==> src/rtl/ext_domain_pwr_seq.sv <==
// rtl/ext_domain_pwr_seq.sv - per-domain power sequencer for external subsystem domains
module ext_domain_pwr_seq #(
  parameter int N_DOMAINS   = 1,
  parameter int DLY_CYCLES  = 4,
  parameter int ACK_TIMEOUT = 1024
) (
  input  logic                 clk_i,
  input  logic                 rst_i,
  input  logic [N_DOMAINS-1:0] pwr_req_i,
  input  logic [N_DOMAINS-1:0] switch_ack_i,
  input  logic [N_DOMAINS-1:0] intr_i,
  input  logic [N_DOMAINS-1:0] err_clr_i,
  output logic [N_DOMAINS-1:0] switch_o,
  output logic [N_DOMAINS-1:0] iso_o,
  output logic [N_DOMAINS-1:0] subsys_rst_no,
  output logic [N_DOMAINS-1:0] intr_o,
  output logic [N_DOMAINS-1:0] on_o,
  output logic [N_DOMAINS-1:0] done_o,
  output logic [N_DOMAINS-1:0] err_o,
  output logic                 busy_o
);

  // Counter must hold both the settle delay and the ack timeout.
  localparam int MAX_CNT = (DLY_CYCLES > ACK_TIMEOUT) ? DLY_CYCLES : ACK_TIMEOUT;
  localparam int CW      = $clog2(MAX_CNT + 1);

  typedef enum logic [2:0] {
    S_OFF    = 3'd0,
    S_UP_SW  = 3'd1,
    S_UP_RST = 3'd2,
    S_ON     = 3'd3,
    S_DN_ISO = 3'd4,
    S_DN_SW  = 3'd5
  } state_t;

  logic [N_DOMAINS-1:0] w_busy;
  logic [N_DOMAINS-1:0] w_on;

  genvar g;
  generate
    for (g = 0; g < N_DOMAINS; g++) begin : g_dom
      localparam logic [CW-1:0] DLY_LAST = CW'(DLY_CYCLES - 1);
      localparam logic [CW-1:0] ACK_LAST = CW'(ACK_TIMEOUT - 1);
      localparam logic [CW-1:0] CNT_SAT  = {CW{1'b1}};

      state_t        r_state;
      state_t        w_nxt;
      logic [CW-1:0] r_cnt;
      logic          r_err;
      logic          r_done;
      logic          r_sw;
      logic          r_iso;
      logic          r_rstn;
      logic          r_on;
      logic          w_set_err;
      logic          w_done;

      // Next-state rules; ack beats timeout, brown-out beats a request change.
      always_comb begin
        w_nxt     = r_state;
        w_set_err = 1'b0;
        w_done    = 1'b0;
        case (r_state)
          S_OFF: begin
            if (pwr_req_i[g]) w_nxt = S_UP_SW;
          end
          S_UP_SW: begin
            if (switch_ack_i[g]) begin
              w_nxt = S_UP_RST;
            end else if (r_cnt == ACK_LAST) begin
              w_nxt     = S_OFF;
              w_set_err = 1'b1;
            end
          end
          S_UP_RST: begin
            if (r_cnt == DLY_LAST) begin
              w_nxt  = S_ON;
              w_done = 1'b1;
            end
          end
          S_ON: begin
            if (!switch_ack_i[g]) begin
              w_nxt     = S_DN_SW;
              w_set_err = 1'b1;
            end else if (!pwr_req_i[g]) begin
              w_nxt = S_DN_ISO;
            end
          end
          S_DN_ISO: begin
            if (r_cnt == DLY_LAST) w_nxt = S_DN_SW;
          end
          S_DN_SW: begin
            if (!switch_ack_i[g]) begin
              w_nxt  = S_OFF;
              w_done = 1'b1;
            end else if (r_cnt == ACK_LAST) begin
              w_nxt     = S_OFF;
              w_set_err = 1'b1;
            end
          end
          default: w_nxt = S_OFF;
        endcase
      end

      // State, saturating dwell counter, sticky error and registered output decode.
      always_ff @(posedge clk_i or posedge rst_i) begin
        if (rst_i) begin
          r_state <= S_OFF;
          r_cnt   <= '0;
          r_err   <= 1'b0;
          r_done  <= 1'b0;
          r_sw    <= 1'b0;
          r_iso   <= 1'b1;
          r_rstn  <= 1'b0;
          r_on    <= 1'b0;
        end else begin
          r_state <= w_nxt;
          if (w_nxt != r_state) begin
            r_cnt <= '0;
          end else if (r_cnt != CNT_SAT) begin
            r_cnt <= r_cnt + CW'(1);
          end
          if (w_set_err) begin
            r_err <= 1'b1;
          end else if (err_clr_i[g]) begin
            r_err <= 1'b0;
          end
          r_done <= w_done;
          r_sw   <= (w_nxt == S_UP_SW) || (w_nxt == S_UP_RST) ||
                    (w_nxt == S_ON)    || (w_nxt == S_DN_ISO);
          r_iso  <= (w_nxt != S_ON);
          r_rstn <= (w_nxt == S_UP_RST) || (w_nxt == S_ON) || (w_nxt == S_DN_ISO);
          r_on   <= (w_nxt == S_ON);
        end
      end

      assign switch_o[g]      = r_sw;
      assign iso_o[g]         = r_iso;
      assign subsys_rst_no[g] = r_rstn;
      assign done_o[g]        = r_done;
      assign err_o[g]         = r_err;
      assign w_on[g]          = r_on;
      assign w_busy[g]        = (r_state != S_ON) && (r_state != S_OFF);
    end
  endgenerate

  assign on_o   = w_on;
  assign intr_o = intr_i & w_on;
  assign busy_o = |w_busy;

endmodule

==> config.mk <==
export PLATFORM = sky130hd
export DESIGN_NAME = ext_domain_pwr_seq
export DESIGN_NICKNAME = d
export VERILOG_FILES = /design/src/rtl/ext_domain_pwr_seq.sv
export SDC_FILE = /design/constraint.sdc
export NUM_CORES = 1
export LEC_CHECK = 0
export ABC_AREA = 1
export BUFFER_PORTS_ARGS = -buffer_cell sky130_fd_sc_hd__clkbuf_2
export CORE_UTILIZATION = 56
export DETAILED_ROUTE_END_ITERATION = 12
export PLACE_DENSITY = 0.84
export SLEW_MARGIN = 40
export SYNTH_ARGS = -nofsm -noshare
export SYNTH_HDL_FRONTEND = slang
export SYNTH_SLANG_ARGS = --single-unit
==> constraint.sdc <==
create_clock -name clk_i -period 1.8 [get_ports clk_i]
set_input_delay 0.18 -clock clk_i [delete_from_list [all_inputs] [get_ports clk_i]]
set_output_delay 0.18 -clock clk_i [all_outputs]
set_load 0.01 [all_outputs]
==> metrics.csv, run 1 <==
stage,metric,value,unit
cts,Post-CTS Setup Bufs,0,
logic_synthesis,most instantiated cells after synthesis,"nand2_1 (30), inv_1 (22), dfrtp_1 (19)",
routing,Routed met2 length,1160,um
routing,drt first pass iters,5,
routing,Residual DRC,0,
final_layout,design area,1360,sq um
critical_path,CP Capture Point,g_dom[0].r_cnt[9],
cts,PostCTS Resize Cnt,0,
die,chip width,48.3,um
critical_path,CP bufs+invs,0,
global_routing,largest net degree at the start of global routing,21,
critical_path,R2R cell count,9,
routing,met1 wire length,986,um
cts,CTS max path bufs,2,
placement,post-DP HPWL,1820,um
logic_synthesis,Synth Area in XOR/XNOR,1.46,%
cts,root buf cell,clkbuf_4,
sta,period utilization,91.4,%
final_layout,Syn-to-layout area delta,12.8,%
die,# IOs,14,
logic_synthesis,largest family of logic cells by synthesized area,simple AND/OR/NAND/NOR gates,
sta,Least-Margin Pin Slew,0.684,ns
sta,Slew Limit Fails,0,
die,core region area,1980,sq um
global_routing,vias in the first global route,971,
logic_synthesis,Yosys top cell by area,dfrtp_1,
critical_path,Crit path largest cell delay,0.41,ns
routing,Routed Antenna Nets,0,
logic_synthesis,sequential element share of the synthesized area,41.7,%
die,# rows,16,
critical_path,CP cell instances,ha_1 > nand2_2 > nor2_4 > nand3_2 > nand3_1 > nor2_1 > nand3_1 > nand2_1 > nor2_4,
placement,Place WS,0.179,ns
sta,fmax,608,MHz
sta,Hold WS,0.0926,ns
final_layout,share of cells above drive strength 1,28.7,%
critical_path,crit path launch,g_dom[0].r_cnt[0],
min_path,Hold Path Class,in2reg,
critical_path,critical path depth,9,
sta,Final Critical Period,1.65,ns
critical_path,FF-to-FF setup slack,0.15,ns
logic_synthesis,syn_nets,156,
logic_synthesis,Post-synth EDFFs,0,
critical_path,CP required,2.05,ns
job,Max Cap Viol,0,
critical_path,CP top delay family,simple AND/OR/NAND/NOR gates,
placement,"Cell Area, Placed",1310,sq um
die,die area,2340,sq um
die,Starting Density,60.7,%
final_layout,"Cell Count, Final, Fillers Out",194,
sta,final setup fails,0,
sta,Final Hold Fails,0,
placement,placed insts,189,
final_layout,ANT cells,0,
sta,Slew HR,54.1,%
pwr,power per cell area,1250,nW/um^2
pwr,Leak,0.675,nW
global_routing,total grt overflow,0,
pwr,Max VDD drop,0.735,mV
die,die span in y,48.3,um
routing,WL final,2270,um
logic_synthesis,Adder-Cell Fraction of Synth Area,1.04,%
routing,per-cell routed wire length,11.7,um
logic_synthesis,Syn Inst Count,149,
logic_synthesis,Mean Syn Cell Area,8.07,sq um
placement,# port buffers,13,
logic_synthesis,post-synth top area share,39.5,%
critical_path,largest fanout on the critical path,7,
cts,Num CTS Buffers,3,
critical_path,r2r endpoint,g_dom[0].r_cnt[9],
logic_synthesis,Synth Area in Compound Gates,7.80,%
placement,GP Congestion,0.888,
cts,clock sink count,20,
logic_synthesis,Synth warnings,0,
global_routing,initial antenna violation count,0,
critical_path,CP max stage cell,dfrtp_1,
global_routing,GRT Resource Usage Total,22.3,%
logic_synthesis,Mapped Area,1200,sq um
routing,routed vias/inst,5.28,
critical_path,worst r2r src,g_dom[0].r_cnt[0],
sta,RSZ-0062 raised after global routing,no,
run_status,status,finished clean,
routing,DR top layer,met4,
cts,"Reg clk slew, reported paths",0.11,ns
routing,vias post-DR,1024,
sta,TNS Setup,0,ns
logic_synthesis,post-synthesis simple-gate area fraction,39.2,%
cts,CTS tree,yes,
logic_synthesis,"FFs w/ async S/R, synth",100,%
cts,H-tree depth,1,
final_layout,final net count,175,
logic_synthesis,dominant cell by count in the synthesized netlist,nand2_1,
critical_path,CP Launch Type,register,
sta,Clock Skews,0.000970,ns
logic_synthesis,"Primary FF master, synth",dfrtp_1,
logic_synthesis,Synth area leaders,"dfrtp_1 (40%), nand2_1 (9.4%), inv_1 (6.9%)",
critical_path,critical path arrival,1.89,ns
cts,later-pin clock latency in the skew report,0.30,ns
critical_path,Crit Path Category,reg2reg,
logic_synthesis,distinct cell type count after synthesis,23,
logic_synthesis,mux cell area share after synthesis,0,%
routing,1st-iter DRT viols,42,
logic_synthesis,"FF+latch count, synth",20,
sta,final setup margin,0.154,ns
routing,metal3 WL,100,um
global_routing,first-pass GRT wire length,4050,um
critical_path,Setup crit end kind,register,
-- worst min path at each step --
| stage | depth (start not counted) | startpoint | slack (ns) | end |
|---|---|---|---|---|
| floorplan | 1 | rst_i | 0.14 | done_o |
| global placement | 2 | rst_i | 0.31 | g_dom[0].r_cnt[6] |
| detailed placement | 2 | rst_i | 0.33 | on_o |
| CTS | 2 | err_clr_i | 0.11 | err_o |
| global route | 2 | err_clr_i | 0.1 | err_o |
| finish | 2 | err_clr_i | 0.09 | err_o |
-- where the power goes --
group	switching, W	internal (W)	total [W]	leakage, nW
sequential	0.0000701	0.000551	0.000621	0.267
combinational	0.000501	0.000315	0.000816	0.387
clock	0.000137	0.000123	0.000260	0.0210
total	0.000707	0.000989	0.00170	0.675
-- stage by stage --
step	util [%]	power, W
4_1_cts	68.4	0.00171
3_3_place_gp	66.1	0.00141
5_1_grt	68.4	0.00181
2_1_floorplan	-	0.00120
3_5_place_dp	66.1	0.00144
6_report	68.4	0.00170
-- cell usage in the layout (no fill, tap or decap) --
| cell | count |
|---|---|
| nand2_1 | 30 |
| inv_1 | 21 |
| dfrtp_1 | 19 |
| nor2_1 | 14 |
| nand3_1 | 13 |
| clkbuf_2 | 13 |
| nor2_2 | 11 |
| o21ai_0 | 8 |
| nand2_2 | 5 |
| o21bai_1 | 5 |
| nand3_2 | 4 |
| inv_2 | 3 |
| clkbuf_4 | 3 |
| nor2_4 | 2 |
| nand3_4 | 2 |
| nand4_1 | 2 |
| nor2_8 | 1 |
| nand2_4 | 1 |
| o2111ai_1 | 1 |
| xor2_1 | 1 |
| o31ai_1 | 1 |
| clkinv_1 | 1 |
| xnor2_1 | 1 |
| ha_1 | 1 |
| clkbuf_8 | 1 |
| dlygate4sd3_1 | 1 |
| dfstp_2 | 1 |
| buf_12 | 1 |
-- sequential cells by signal (all words and copies together), names as in the netlist --
signal	cells
err_o	1
g_dom.r_cnt	11
switch_o	1
subsys_rst_no	1
g_dom.r_state	3
iso_o	1
on_o	1
done_o	1
-- final cells by class --
type	instances	area (sq um)
well taps	27	33.8
flip-flops and latches	20	502
repair buffers	15	95.1
inverters	25	93.8
multi-input cells	103	596
clock buffers	4	36.3
fillers	155	626
-- layer usage --
| metal | up-vias | track usage, % |
|---|---|---|
| li1 | 512 | - |
| met1 | 475 | 26.9 |
| met2 | 33 | 40.4 |
| met3 | 4 | 3.46 |
| met4 | 0 | 7.84 |
| met5 | - | 0 |
-- timing repair --
item                       4_1_cts  5_1_grt
setup endpoints to repair        0        0
hold buffers                     1        0
hold endpoints to repair        19        0
-- cell families (layout without fill, tap and decap cells) --
group,count (synthesis),in the layout
AOI/OAI and AO/OA,15,15
buffers and inverters,26,44
adders and majority gates,1,1
xor gates and xnor gates,2,2
and+or+nand+nor,85,85
DFF,20,20
No activity file was read; power rests on OpenSTA's default activity.
==> run 2, diff against run 1 <==
--- a/config.mk
+++ b/config.mk
@@ -6,10 +6,11 @@
 export NUM_CORES = 1
 export LEC_CHECK = 0
 export ABC_AREA = 1
-export BUFFER_PORTS_ARGS = -buffer_cell sky130_fd_sc_hd__clkbuf_2
-export CORE_UTILIZATION = 56
+export CORE_MARGIN = 3
+export CORE_UTILIZATION = 60
 export DETAILED_ROUTE_END_ITERATION = 12
-export PLACE_DENSITY = 0.84
+export DONT_BUFFER_PORTS = 1
+export PLACE_DENSITY = 0.83
 export SLEW_MARGIN = 40
 export SYNTH_ARGS = -nofsm -noshare
 export SYNTH_HDL_FRONTEND = slang
==> metrics.csv, run 2 (synthesis gave the netlist of run 1 again) <==
stage,metric,value,unit,change
cts,CTS max path bufs,2,,unchanged
global_routing,vias in the first global route,960,,-1.1%
pwr,Leak,0.617,nW,-8.5%
critical_path,CP top delay family,simple AND/OR/NAND/NOR gates,,
critical_path,CP required,2.04,ns,about the same
cts,H-tree depth,1,,unchanged
critical_path,CP max stage cell,dfrtp_1,,
cts,clock sink count,20,,unchanged
sta,TNS Setup,0,ns,unchanged
final_layout,most frequent cells in the layout,"nand2_1 (30), inv_1 (21), dfrtp_1 (19), nor2_1 (14), nand3_1 (12)",,
cts,CTS tree,yes,,
routing,Routed Antenna Nets,0,,unchanged
die,# rows,15,,-1
critical_path,worst r2r src,g_dom[0].r_cnt[0],,
die,Starting Density,66.7,%,+6.1 points
final_layout,"Cell Count, Final, Fillers Out",179,,-7.7%
min_path,Hold Path Class,in2reg,,
global_routing,initial antenna violation count,0,,unchanged
die,die area,2580,sq um,+10%
critical_path,CP Capture Point,g_dom[0].r_cnt[2],,
final_layout,top flop regs,"g_dom.r_cnt: 11 flops, g_dom.r_state: 3 flops",,
run_status,status,"complete, but fails checks",,
placement,post-DP HPWL,1750,um,-3.9%
sta,Final Hold Fails,1,,+1
routing,per-cell routed wire length,12.8,um,+9.0%
routing,Residual DRC,0,,unchanged
final_layout,Biggest register,g_dom.r_cnt,,
critical_path,R2R cell count,10,,+1
final_layout,design area,1300,sq um,-4.4%
sta,RSZ-0062 raised after global routing,no,,
routing,WL final,2280,um,+0.62%
critical_path,critical path arrival,1.90,ns,about the same
sta,fmax,605,MHz,-0.50%
final_layout,Layout fillers,150,,-3.2%
critical_path,CP cell instances,ha_2 > nand2_2 > nor2_4 > nand3_4 > nand2_4 > nand3_4 > nand2_2 > nand3_2 > buf_12 > nor2_1,,
global_routing,GRT Resource Usage Total,21.4,%,-0.91 points
global_routing,first-pass GRT wire length,4130,um,+2.0%
critical_path,largest fanout on the critical path,11,,+4
die,# IOs,14,,unchanged
critical_path,CP bufs+invs,1,,+1
final_layout,final net count,162,,-7.4%
final_layout,Syn-to-layout area delta,7.80,%,
final_layout,"commonest non-fill, non-tap cell in the layout",nand2_1,,
cts,Num CTS Buffers,3,,unchanged
die,chip width,50.8,um,+5.0%
min_path,hold depth,1,,-1
pwr,power per cell area,1260,nW/um^2,+0.82%
global_routing,largest net degree at the start of global routing,21,,unchanged
critical_path,Setup crit end kind,register,,
sta,final setup fails,0,,unchanged
placement,# port buffers,0,,-13
cts,Post-CTS Setup Bufs,0,,unchanged
job,Max Cap Viol,0,,unchanged
global_routing,total grt overflow,0,,unchanged
final_layout,max reg flops,11,,unchanged
routing,routed vias/inst,5.40,,+2.2%
die,die span in y,50.8,um,+5.0%
critical_path,CP Launch Type,register,,
routing,vias post-DR,966,,-5.7%
critical_path,Crit path largest cell delay,0.41,ns,about the same
sta,Final Critical Period,1.65,ns,+0.00828 ns
routing,drt first pass iters,4,,-1
run_status,failing checks,hold timing,,
cts,root buf cell,clkbuf_4,,
routing,1st-iter DRT viols,35,,-17%
sta,Slew HR,55.9,%,+1.7 points
placement,"Cell Area, Placed",1240,sq um,-5.2%
sta,Hold WS,-0.00306,ns,-0.0957 ns
sta,Slew Limit Fails,0,,unchanged
critical_path,r2r endpoint,g_dom[0].r_cnt[2],,
placement,placed insts,174,,-7.9%
sta,Clock Skews,0.00182,ns,+0.000845 ns
pwr,Max VDD drop,1.29,mV,+75%
final_layout,share of cells above drive strength 1,24.0,%,-4.7 points
sta,Least-Margin Pin Slew,0.658,ns,-0.0259 ns
placement,GP Congestion,0.878,,-1.1%
sta,period utilization,91.9,%,+0.46 points
critical_path,critical path depth,10,,+1
cts,"Reg clk slew, reported paths",0.11,ns,about the same
critical_path,FF-to-FF setup slack,0.15,ns,about the same
final_layout,ANT cells,0,,unchanged
critical_path,crit path launch,g_dom[0].r_cnt[0],,
die,core region area,1800,sq um,-9.1%
cts,later-pin clock latency in the skew report,0.30,ns,about the same
critical_path,Crit Path Category,reg2reg,,
-- run 2: cell count changes in the layout (fill, tap and decap cells not counted), sizes merged --
cell | previous run | this run
clkbuf | 17 | 4
-- run 2: timing repair --
action,in CTS,in global routing
setup endpoints to repair,0,3
hold buffers,1,0
gates resized for setup,0,3
hold endpoints to repair,19,0
-- run 2: per-stage QoR --
stage | worst slack, ns | hold slack (ns) | total power [W] | util (%)
detailed placement | 0.118 | 0.228 | 0.00138 | 69.0
global route | 0.0281 | 0.00639 | 0.00177 | 71.9
floorplan | 0.330 | 0.143 | 0.00120 | -
finish | 0.146 | -0.00306 | 0.00163 | 71.9
CTS | 0.0920 | 0.000597 | 0.00164 | 71.5
global placement | 0.238 | 0.225 | 0.00134 | 69.0
-- run 2: layout make-up --
type,count,area [sq um],area share (%)
timing repair buffer,2,30.0,2.32
sequential,20,502,38.7
clock buffer,4,36.3,2.80
inverter,25,93.8,7.24
tap,25,31.3,2.41
multi-input combinational,103,603,46.5
-- run 2: where the power goes --
group	total (W)	switching, W	internal [W]
logic	0.000721	0.000455	0.000266
clock network	0.000260	0.000136	0.000123
registers	0.000654	0.000102	0.000553
-- run 2: how the worst min path moves through the flow --
stage | from | endpoint | slack (ns)
after floorplan | rst_i | done_o | 0.14
after global placement | rst_i | done_o | 0.23
after detailed placement | rst_i | g_dom[0].r_cnt[4] | 0.23
after CTS | err_clr_i | err_o | 0.0006
after global routing | err_clr_i | err_o | 0.006
final | err_clr_i | err_o | -0.003
-- run 2: metal layers --
layer,vias up,GRT usage [%],wire (um)
li1,479,-,-
met2,23,33.5,1080
met1,457,28.8,1060
met4,0,7.62,38
met3,7,5.34,100
met5,-,0,0
